===== src/rtl/encoder_scan.sv =====
// encoder_scan: sequential 8-to-3 priority encoder (inverse of the active-low
// 3-to-8 decoder). Captures an active-low request word and emits the index of
// each asserted line, one per accepted valid/ready handshake.
// Optional build macro ENC_LSB_FIRST_EN: serve lowest index first instead of
// the default highest-index-first (74148-style) priority.
module encoder_scan #(
  parameter int unsigned IW = 3
) (
  input  logic               iClk,
  input  logic               iRst_n,
  input  logic [1:0]         iEna,
  input  logic [2**IW-1:0]   iData,
  input  logic               iLoad,
  input  logic               iReady,
  output logic [IW-1:0]      oIndex,
  output logic               oValid,
  output logic               oBusy,
  output logic               oGs_n,
  output logic               oDone
);

  localparam int unsigned N = 2**IW;

  typedef enum logic [1:0] {
    S_IDLE = 2'd0,
    S_EMIT = 2'd1,
    S_DONE = 2'd2
  } state_t;

  state_t        state_q, state_d;
  logic [N-1:0]  mask_q,  mask_d;
  logic [IW-1:0] index_q, index_d;
  logic          valid_q, valid_d;
  logic          gs_n_q,  gs_n_d;

  logic          en;
  logic [N-1:0]  req;
  logic [N-1:0]  clr_oh;
  logic [N-1:0]  mask_next;

  // Priority select over an active-high mask; later loop hits win.
  function automatic logic [IW-1:0] pick(input logic [N-1:0] m);
    logic [IW-1:0] idx;
    idx = '0;
`ifdef ENC_LSB_FIRST_EN
    for (int unsigned i = N; i > 0; i--) begin
      if (m[i-1]) idx = IW'(i - 1);
    end
`else
    for (int unsigned i = 0; i < N; i++) begin
      if (m[i]) idx = IW'(i);
    end
`endif
    return idx;
  endfunction

  // Enable decode, request inversion and mask-after-accept computation.
  always_comb begin
    en             = iEna[1] & ~iEna[0];
    req            = ~iData;
    clr_oh         = '0;
    clr_oh[index_q] = 1'b1;
    mask_next      = mask_q & ~clr_oh;
  end

  // Next-state logic for the scan FSM and its datapath registers.
  always_comb begin
    state_d = state_q;
    mask_d  = mask_q;
    index_d = index_q;
    valid_d = valid_q;
    gs_n_d  = gs_n_q;
    case (state_q)
      S_IDLE: begin
        if (iLoad && en) begin
          mask_d = req;
          if (req != '0) begin
            state_d = S_EMIT;
            index_d = pick(req);
            valid_d = 1'b1;
            gs_n_d  = 1'b0;
          end else begin
            state_d = S_DONE;
          end
        end
      end
      S_EMIT: begin
        if (!en) begin
          // Abort wins over a coincident handshake; oIndex is left as-is.
          state_d = S_IDLE;
          mask_d  = '0;
          valid_d = 1'b0;
          gs_n_d  = 1'b1;
        end else if (valid_q && iReady) begin
          mask_d = mask_next;
          if (mask_next != '0) begin
            index_d = pick(mask_next);
          end else begin
            valid_d = 1'b0;
            gs_n_d  = 1'b1;
            state_d = S_DONE;
          end
        end
      end
      S_DONE: begin
        state_d = S_IDLE;
        mask_d  = '0;
      end
      default: begin
        state_d = S_IDLE;
        mask_d  = '0;
        valid_d = 1'b0;
        gs_n_d  = 1'b1;
      end
    endcase
  end

  // State and datapath registers with synchronous active-low reset.
  always_ff @(posedge iClk) begin
    if (!iRst_n) begin
      state_q <= S_IDLE;
      mask_q  <= '0;
      index_q <= '0;
      valid_q <= 1'b0;
      gs_n_q  <= 1'b1;
    end else begin
      state_q <= state_d;
      mask_q  <= mask_d;
      index_q <= index_d;
      valid_q <= valid_d;
      gs_n_q  <= gs_n_d;
    end
  end

  assign oIndex = index_q;
  assign oValid = valid_q;
  assign oGs_n  = gs_n_q;
  assign oBusy  = (state_q != S_IDLE);
  assign oDone  = (state_q == S_DONE);

endmodule

===== config.mk =====
export PLATFORM = sky130hd
export DESIGN_NAME = encoder_scan
export DESIGN_NICKNAME = d
export VERILOG_FILES = /design/src/rtl/encoder_scan.sv
export SDC_FILE = /design/constraint.sdc
export NUM_CORES = 1
export LEC_CHECK = 0
export CAP_MARGIN = 20
export CORE_MARGIN = 2
export CORE_UTILIZATION = 45
export CTS_BUF_LIST = sky130_fd_sc_hd__clkbuf_8 sky130_fd_sc_hd__clkbuf_16
export DETAILED_ROUTE_END_ITERATION = 16
export GPL_ROUTABILITY_DRIVEN = 0
export HOLD_SLACK_MARGIN = 0.02
export PLACE_DENSITY_LB_ADDON = 0.08
export RECOVER_POWER = 100
export SLEW_MARGIN = 15
export SYNTH_ARGS = -nofsm -noshare
export SYNTH_HDL_FRONTEND = slang
export SYNTH_SLANG_ARGS = --single-unit

===== constraint.sdc =====
create_clock -name iClk -period 3 [get_ports iClk]
set_clock_uncertainty 0.2 [all_clocks]
set_input_delay 0.3 -clock iClk [delete_from_list [all_inputs] [get_ports iClk]]
set_output_delay 0.3 -clock iClk [all_outputs]
set_load 0.05 [all_outputs]

== After elaboration in Yosys (flattened, before gate mapping) ==
Cells that the tools add are included.
Word-level totals
  register bits after elaboration: 15
  latch bits: 0
  bits in writable memories: 0
  ROM bits: 0
  input bits: 14
  word-level logic and storage cells: 78
  memories: 0
Operators by class
  add/subtract/negate cells: 0
  $mul: 0
  div/mod/pow operators: 0
  magnitude comparators: 2
  eq/ne operators: 9
  shift-type cells: 0
  multiplexer cells: 44
  bitwise logic cells: 6
  reductions and logical operators: 12
Operator list (number)
  2-to-1 mux 3 bit: 17
  2-to-1 mux 8 bit: 3
  NOT 8 bit: 2
  case mux 8 bit (2 select lines): 1
  nonzero test 8 bit: 2
  2-to-1 mux 1 bit: 13
  2-to-1 mux 2 bit: 5
  != test 2 bit, second input constant: 5
  AND 8 bit: 1
  != test 3 bit, second input constant: 2
  case mux 1 bit (3 select lines): 2
  case mux 3 bit (2 select lines): 1
  AND reduction 6 bit: 1
  AND reduction 5 bit: 1
  < comparator 3 x 4 -> 1 bit, second input constant: 1
  case mux 2 bit (2 select lines): 1
  nonzero test 2 bit: 2
  demux 1 bit (select 3 bit): 1
  greater-or-equal comparator 3 x 1 -> 1 bit, second input constant: 1
  logical AND 1 bit: 3
  AND reduction 3 bit: 1
  == test 2 x 1 -> 1 bit, second input constant: 1
  == test 2 bit, second input constant: 1
  zero test 2 bit: 1
  other kinds (3): 4

== Longest topological paths before layout ==
Gate-level depths: netlist of the first run.
  depth after elaboration: 17
  gate-level depth with buffers: 7
  depth with buffers taken out: 6

== Worst setup path before layout of the first run ==
No wires, ideal clock.
  path kind: reg-to-reg
  from: register index_q[1], in the netlist oIndex[1]
  to: register gs_n_q, in the netlist oGs_n
  setup time: 114 ps
  data arrival time: 2156 ps
  required time: 2686 ps
  setup slack: 530 ps
  cell stages (with the launch flop): 7
  buffers on the path: 1
  period minus slack after synthesis: 2470 ps
  cell sequence: dfxtp_1 > buf_4 > or4b_4 > o311ai_4 > a41oi_2 > or4_1 > a21o_1
Between the ends
  cells in the longest elaborated chain, start to end: 9
RTL lines
  from (decl): RTL line 32  | logic [IW-1:0] index_q, index_d;
  from (signal assigned): RTL line 129  | index_q <= index_d;
  < comparator 3 x 4 -> 1 bit (not written as such) or greater-or-equal comparator 3 x 1 -> 1 bit (tied branches): RTL line 62  | clr_oh[index_q] = 1'b1;
  logical AND 1 bit (not written as such): RTL line 62
  2-to-1 mux 1 bit (not written as such): RTL line 62
  demux 1 bit (select 3 bit) (*): RTL line 62
  NOT 8 bit (*): RTL line 63  | mask_next = mask_q & ~clr_oh;
  AND 8 bit (*): RTL line 63
  nonzero test 8 bit (*): RTL line 96  | if (mask_next != '0) begin
  != test 3 bit (no source line) (*)
  AND reduction 5 bit (no source line) (*)
  to (signal assigned): RTL line 131  | gs_n_q <= gs_n_d;
  to (decl): RTL line 34  | logic gs_n_q, gs_n_d;
Every way passes the cells marked *; elsewhere a longest branch is shown, timed or not.
A chain may end at the register's enable or synchronous reset.

== Final worst setup path of the first run ==
  from: register state_q[0]
  to: output port oBusy
Between the ends
  cells in the longest elaborated chain, start to end: 1
RTL lines
  from (decl): RTL line 30  | state_t state_q, state_d;
  from (signal assigned): RTL line 127  | state_q <= state_d;
  nonzero test 2 bit: RTL line 138  | assign oBusy = (state_q != S_IDLE);
  to (decl): RTL line 17  | output logic oBusy,
Every way passes these cells.

==> summary.txt, run 1 <==
STA
  • Final min period: 2530 ps
  • Final Max Slew Viols: 0
  • Final setup viols: 0
  • Crit share post-route: 84.4%
  • Setup total negative slack: 0 ps
  • Final hold violation count: 0
  • Slew @ Worst Pin: 664 ps
  • Slew HR: 55.7%
  • RSZ-0062 raised after global routing: no
  • Worst hold slack: 272 ps
  • Highest clock rate: 395 MHz

Finish
  • Ant diodes: 0
  • Layout cell share with drive strength beyond 1: 4.85%
  • Area Growth Syn to Fin: 20.0%
  • Post-route design area: 1360 um2
  • Final #Nets: 180
  • Core Util, Final: 56.1%

Detailed routing
  • DRC viols: 0
  • Via Count: 1202
  • Initial DRC count: 53
  • Mean routed wirelength per cell: 15.3 um
  • Post-route ant nets: 0
  • Detailed Routing Iterations Pass 1: 4
  • Routed wire length: 2980 um
  • Routed vias/inst: 6.16

Clock network
  • Max clock buf depth: 2
  • Cts repair resizes: 0
  • Post-CTS Setup Bufs: 0
  • Clock root buffer: clkbuf_8
  • CTS tree: built
  • Clock transition at path regs: 60 ps
  • CTS Sinks: 15
  • H-Tree Depth: 1
  • Hold buffers post-CTS: 0
  • Worst skew pair latency: 240 ps
  • CTS Buf Count: 3

Global routing
  • Initial antenna violation count: 0
  • Gr usage total: 23.8%
  • Largest net degree at the start of global routing: 20
  • Number of global-route vias before repair: 1061
  • First-pass GRT wire length: 4970 um
  • Total grt overflow: 0

Yosys
  • Yosys warning count: 0
  • Post-synthesis mux area share: 2.64%
  • Mapped Avg Cell Area: 7.57 um2
  • Simple logic cell fraction of the synthesized area: 32.6%
  • Yosys reg bits: 15
  • Post-Synth Adder-Cell Area: 0%
  • Synthesized cell area: 1140 um2
  • Main combinational cell family by area after synthesis: simple AND/OR/NAND/NOR gates
  • Syn Inst Count: 150
  • Ys async rst share: 0%
  • Post-Synth XOR/XNOR Area: 0%
  • Sequential area share after synthesis: 26.4%
  • Post-synth EDFFs: 0
  • Synth Area in Compound Gates: 32.2%
  • Post-synthesis cell type count: 47
  • Main flop type after synthesis: dfxtp_1
  • Post-Syn Nets: 164

Place
  • Placed inst area: 1330 um2
  • Buffers on Ports: 20
  • Post-DP HPWL: 2280 um

Floorplan
  • Die Ht: 54.2 um
  • DIE AREA: 2940 um2
  • Standard-cell rows: 18
  • I/O pin count: 21
  • Core area: 2430 um2
  • Die outline width: 54.2 um
  • Initial Util: 46.7%

Setup path
  • CP required: 2500 ps
  • Critical path, cell by cell: nor2_1 -> inv_1 -> dlygate4sd3_1
  • Slowest CP cell: dlygate4sd3_1
  • Worst Setup Start Kind: flop
  • Worst path top cell family by delay: buffers and inverters
  • Data arrival time of the critical path: 2030 ps
  • Critical path peak fanout: 15
  • CP Class: reg -> out
  • CP Capture Type: output pin
  • Slowest stage delay, CP: 890 ps
  • CP bufs+invs: 2

Pwr
  • Power Density: 383 nW/um2
  • VDD IR max: 0.278 mV
  • Leakage: 0.492 nW

Outcome
  • Status: finished, final reports clean

Min path
  • HP Class: reg -> reg

Run
  • Max_cap viols: 0
## layer usage
metal / global-route usage, % / routed length [um] / share of wire [%] / vias to the layer above
met3: 3.83 / 176 / 5.9 / 6
li1: - / - / - / 594
met2: 37.1 / 1370 / 46 / 47
met4: 7.92 / 57 / 1.9 / 0
met1: 33.1 / 1380 / 46 / 555
met5: 0 / 0 / 0 / -
## cells in the final DEF (no fill, tap or decap), types with 2 or more instances in the layout
master            n
nor2_1           15
clkbuf_8          3
nand4_1           5
a31oi_1           3
o21ai_0          16
dlygate4sd3_1     7
a41oi_1           3
nand2b_1          4
and2_1            3
and2_0            2
nor3_1            4
clkdlybuf4s50_1  13
nand3_1           3
nand3b_1          2
mux2i_1           3
dfxtp_1          15
a22oi_1           2
or2_2             2
nor2b_1           5
inv_1             7
o221ai_1          2
nor4b_1           2
a21oi_1          12
a21boi_0          2
nand2_1           9
or3_1             2
## flip-flops by register name, indices dropped and copies added, names as in the netlist
name and flops:
mask_q 8, oIndex 3, state_q 2, oGs_n 1
oValid 1
## worst paths after layout
| path | endpoint | start | slack [ps] | depth (start not counted) |
|---|---|---|---|---|
| worst max-delay path | oBusy | state_q[0] | 470 | 3 |
| worst min-delay path | oGs_n | oGs_n | 270 | 1 |
| worst max register to register | oGs_n | oIndex[1] | 530 | 5 |
| worst min register to register | oGs_n | oGs_n | 270 | 1 |
## through the flow
stage	setup slack (ps)	cells	total power [W]
2_1_floorplan	530	150	0.000323
3_3_place_gp	645	191	0.000369
3_5_place_dp	579	191	0.000369
4_1_cts	548	195	0.000526
5_1_grt	380	195	0.000551
6_report	468	195	0.000523
## cells in the mapped netlist (all sizes together), types with 2 or more instances
cell / number / area (um2)
a41oi: 3 / 33.8
nor2b: 5 / 31.3
nor4b: 2 / 17.5
o221ai: 2 / 17.5
nand4: 5 / 31.3
and2: 5 / 31.3
inv: 6 / 22.5
a31oi: 3 / 18.8
mux2i: 3 / 30.0
nand3: 3 / 15.0
o21ai: 16 / 80.1
nand2: 9 / 33.8
nor3: 4 / 20.0
nand2b: 4 / 25.0
buf: 5 / 32.5
or3: 2 / 12.5
dfxtp: 15 / 300
nor2: 15 / 56.3
o211ai: 2 / 20.0
or2: 2 / 12.5
a21boi: 2 / 15.0
clkbuf: 4 / 15.0
a21oi: 12 / 60.1
nand3b: 2 / 15.0
a22oi: 2 / 15.0
## cells by family (layout without fill, tap and decap cells)
family	count (synthesis)	count (layout)
AOI/OAI and AO/OA	52	52
buffers and inverters	15	30
muxes	3	3
DFF	15	15
and+or+nand+nor	65	65
## report_power, final
group	leakage (nW)	total [W]	switching [W]	internal, W
Clock	0.0269	0.000159	0.0000686	0.0000904
Sequential	0.122	0.000232	0.0000222	0.000210
Combinational	0.343	0.000132	0.0000741	0.0000577
## cell type report
| cell class | count | area [um2] |
|---|---|---|
| Timing Repair Buffer | 20 | 200 |
| Inverter | 6 | 22.5 |
| Tap cell | 30 | 37.5 |
| Fill cell | 221 | 1070 |
| Multi-Input combinational cell | 120 | 758 |
| Clock inverter | 1 | 3.75 |
| Sequential cell | 15 | 300 |
| Clock buffer | 3 | 41.3 |
Note: power is estimated with default switching activity, not from simulation.
==> run 2, diff against run 1 <==
==> constraint.sdc (replaced) <==
create_clock -name iClk -period 2.55 [get_ports iClk]
set_clock_uncertainty 0.2 [all_clocks]
set_input_delay 0.255 -clock iClk [delete_from_list [all_inputs] [get_ports iClk]]
set_output_delay 0.255 -clock iClk [all_outputs]
set_load 0.05 [all_outputs]
==> run 2 against run 1 <==
Final area grew 2.6%; worst setup slack lost 250 ps; flip-flop and latch count is the same; non-clock buffer count grew 5; clock power grew 23%; sequential power grew 15%; critical path type is now reg -> reg; critical endpoint is now oGs_n; largest cell class unchanged; highest routed layer unchanged.
==> summary.txt, run 2 (same netlist as run 1, synthesis figures left out) <==
Outcome
  • Status: finished, final reports clean

Clock network
  • CTS tree: built
  • Clock root buffer: clkbuf_8
  • Hold buffers post-CTS: 0 (unchanged)
  • CTS Buf Count: 3 (unchanged)
  • CTS Sinks: 15 (unchanged)
  • Post-CTS Setup Bufs: 0 (unchanged)
  • H-Tree Depth: 1 (unchanged)
  • Max clock buf depth: 2 (unchanged)
  • Clock transition at path regs: 60 ps (about the same)
  • Cts repair resizes: 0 (unchanged)
  • Worst skew pair latency: 250 ps (about the same)

Global routing
  • Largest net degree at the start of global routing: 18 (-10%)
  • Total grt overflow: 0 (unchanged)
  • Initial antenna violation count: 0 (unchanged)
  • Number of global-route vias before repair: 1026 (-3.3%)
  • Gr usage total: 22.6% (-1.2 points)
  • First-pass GRT wire length: 4820 um (-3.1%)

Pwr
  • Power Density: 450 nW/um2 (+18%)
  • Pint: 0.000427 W (+19%)
  • VDD IR max: 0.356 mV (+28%)
  • Leakage: 0.513 nW (+4.2%)
  • Clock share of power: 31.1% (+0.7 points)
  • Net Sw Power: 0.000203 W (+23%)
  • Comb pwr share: 26.6% (+1.4 points)
  • Switching Share: 32.3% (+0.72 points)
  • Part of the power in registers: 42.2% (-2.2 points)

STA
  • Slew @ Worst Pin: 649 ps (-15.2 ps)
  • Final Max Slew Viols: 0 (unchanged)
  • RSZ-0062 raised after global routing: no
  • Slew HR: 56.7% (+1.0 points)
  • Setup total negative slack: 0 ps (unchanged)
  • Final setup viols: 0 (unchanged)
  • Final hold violation count: 0 (unchanged)
  • Final min period: 2340 ps
  • Worst hold slack: 256 ps (-15.9 ps)
  • Highest clock rate: 428 MHz
  • Crit share post-route: 91.6%

Finish
  • Commonest non-fill, non-tap cell in the layout: o21ai_0
  • Area Growth Syn to Fin: 23.1%
  • Layout cell share with drive strength beyond 1: 7.65% (+2.8 points)
  • Highest-count cells in the layout ignoring fill and taps: o21ai_0 (16), nor2_1 (15), dfxtp_1 (15)
  • Largest Register: mask_q
  • # fillers: 241 (+9.0%)
  • Max reg flops: 8 (unchanged)
  • FF/Latch Area: 300 um2 (unchanged)
  • Multi-input gate area: 758 um2 (unchanged)
  • Final #Nets: 185 (+2.8%)
  • Core Util, Final: 57.5% (+1.4 points)
  • Ant diodes: 0 (unchanged)

Detailed routing
  • DRC viols: 0 (unchanged)
  • Initial DRC count: 63 (+19%)
  • Routed vias/inst: 6.09 (-1.3%)
  • Via Count: 1217 (+1.2%)
  • Mean routed wirelength per cell: 15.1 um (-0.73%)
  • Routed wire length: 3030 um (+1.8%)
  • Detailed Routing Iterations Pass 1: 4 (unchanged)
  • Post-route ant nets: 0 (unchanged)

Place
  • Buffers on Ports: 20 (unchanged)
  • Post-DP HPWL: 2380 um (+4.5%)

Min path
  • Hold Path Cell Cnt: 1 (unchanged)
  • HP Class: reg -> reg

Setup path
  • CP Depth: 5 (+2)
  • Data arrival time of the critical path: 2290 ps (+260 ps)
  • CP Capture Type: flop
  • Slowest stage delay, CP: 610 ps (-280 ps)
  • R2R depth: 5 (unchanged)
  • Worst path top cell family by delay: simple AND/OR/NAND/NOR gates
  • CP Class: reg -> reg
  • Worst Setup Start Kind: flop
  • CP required: 2500 ps (about the same)
  • Critical path, cell by cell: nor4bb_1 -> or3_1 -> a41oi_1 -> or4_1 -> a21o_1
  • Slowest CP cell: dfxtp_1
  • CP bufs+invs: 0 (-2)
  • Critical path peak fanout: 16 (+1)

Floorplan
  • DIE AREA: 2940 um2 (unchanged)
  • Die outline width: 54.2 um (unchanged)
  • Core area: 2430 um2 (unchanged)
  • Die Ht: 54.2 um (unchanged)
  • Initial Util: 46.7% (unchanged)
  • Standard-cell rows: 18 (unchanged)
  • I/O pin count: 21 (unchanged)

Run
  • Max_cap viols: 0 (unchanged)
## run 2: cell types whose count changed in the layout (fill, tap and decap cells not counted)
cell / previous run / this run
clkbuf_1: 0 / 1
inv_1: 7 / 6
buf_4: 0 / 4
and2_1: 3 / 4
and2_0: 2 / 1
clkinv_2: 0 / 1
## run 2: per-layer routing
layer / GRT usage, % / routed length (um) / vias to the layer above
met2: 34.7 / 1370 / 42
li1: - / - / 602
met3: 4.10 / 157 / 6
met5: 0 / 0 / -
met1: 32.0 / 1460 / 567
met4: 6.67 / 38 / 0
## run 2: worst register-to-register path, stage by stage (launching register included)
cell      delay [ps]
dfxtp_1          610
nor4bb_1         410
or3_1            220
a41oi_1          150
or4_1            450
a21o_1           190
## run 2: layout make-up
type	count	share of cell area, %
multi-input combinational	120	54.2
sequential	15	21.5
timing repair buffer	25	16.7
clock buffer	3	2.95
tap	30	2.68
inverter	6	1.61
clock inverter	1	0.358
## run 2: final timing paths
check	to	startpoint	slack [ps]
setup / recovery	oGs_n	oIndex[2]	210
hold / removal	oGs_n	oGs_n	260
setup reg to reg	oGs_n	oIndex[2]	210
hold reg to reg	oGs_n	oGs_n	260
## run 2: metrics by stage
step / instance area, um2 / total power [W] / setup slack, ps / std cells
2_1_floorplan: 1140 / 0.000380 / 80.1 / 150
3_3_place_gp: 1360 / 0.000439 / 269 / 196
3_5_place_dp: 1360 / 0.000441 / 242 / 196
4_1_cts: 1410 / 0.000634 / 228 / 200
5_1_grt: 1400 / 0.000663 / 96.6 / 200
6_report: 1400 / 0.000630 / 214 / 200
## run 2: power groups by stage
stage | registers [W] | clock network [W] | logic, W
after global placement | 0.000271 | 0 | 0.000168
after detailed placement | 0.000271 | 0 | 0.000169
final | 0.000266 | 0.000196 | 0.000168
after global routing | 0.000268 | 0.000213 | 0.000182
after floorplan | 0.000282 | 0 | 0.0000978
after CTS | 0.000266 | 0.000198 | 0.000170
==> run 3, diff against run 2 <==
--- a/config.mk
+++ b/config.mk
@@ -5,10 +5,11 @@
 export SDC_FILE = /design/constraint.sdc
 export NUM_CORES = 1
 export LEC_CHECK = 0
-export CAP_MARGIN = 20
+export CAP_MARGIN = 30
 export CORE_MARGIN = 2
 export CORE_UTILIZATION = 45
 export CTS_BUF_LIST = sky130_fd_sc_hd__clkbuf_8 sky130_fd_sc_hd__clkbuf_16
+export CTS_CLUSTER_SIZE = 28
 export DETAILED_ROUTE_END_ITERATION = 16
 export GPL_ROUTABILITY_DRIVEN = 0
 export HOLD_SLACK_MARGIN = 0.02
==> results of run 3 <==
Same layout as run 2: the final DEF is identical, and so are final timing and power.
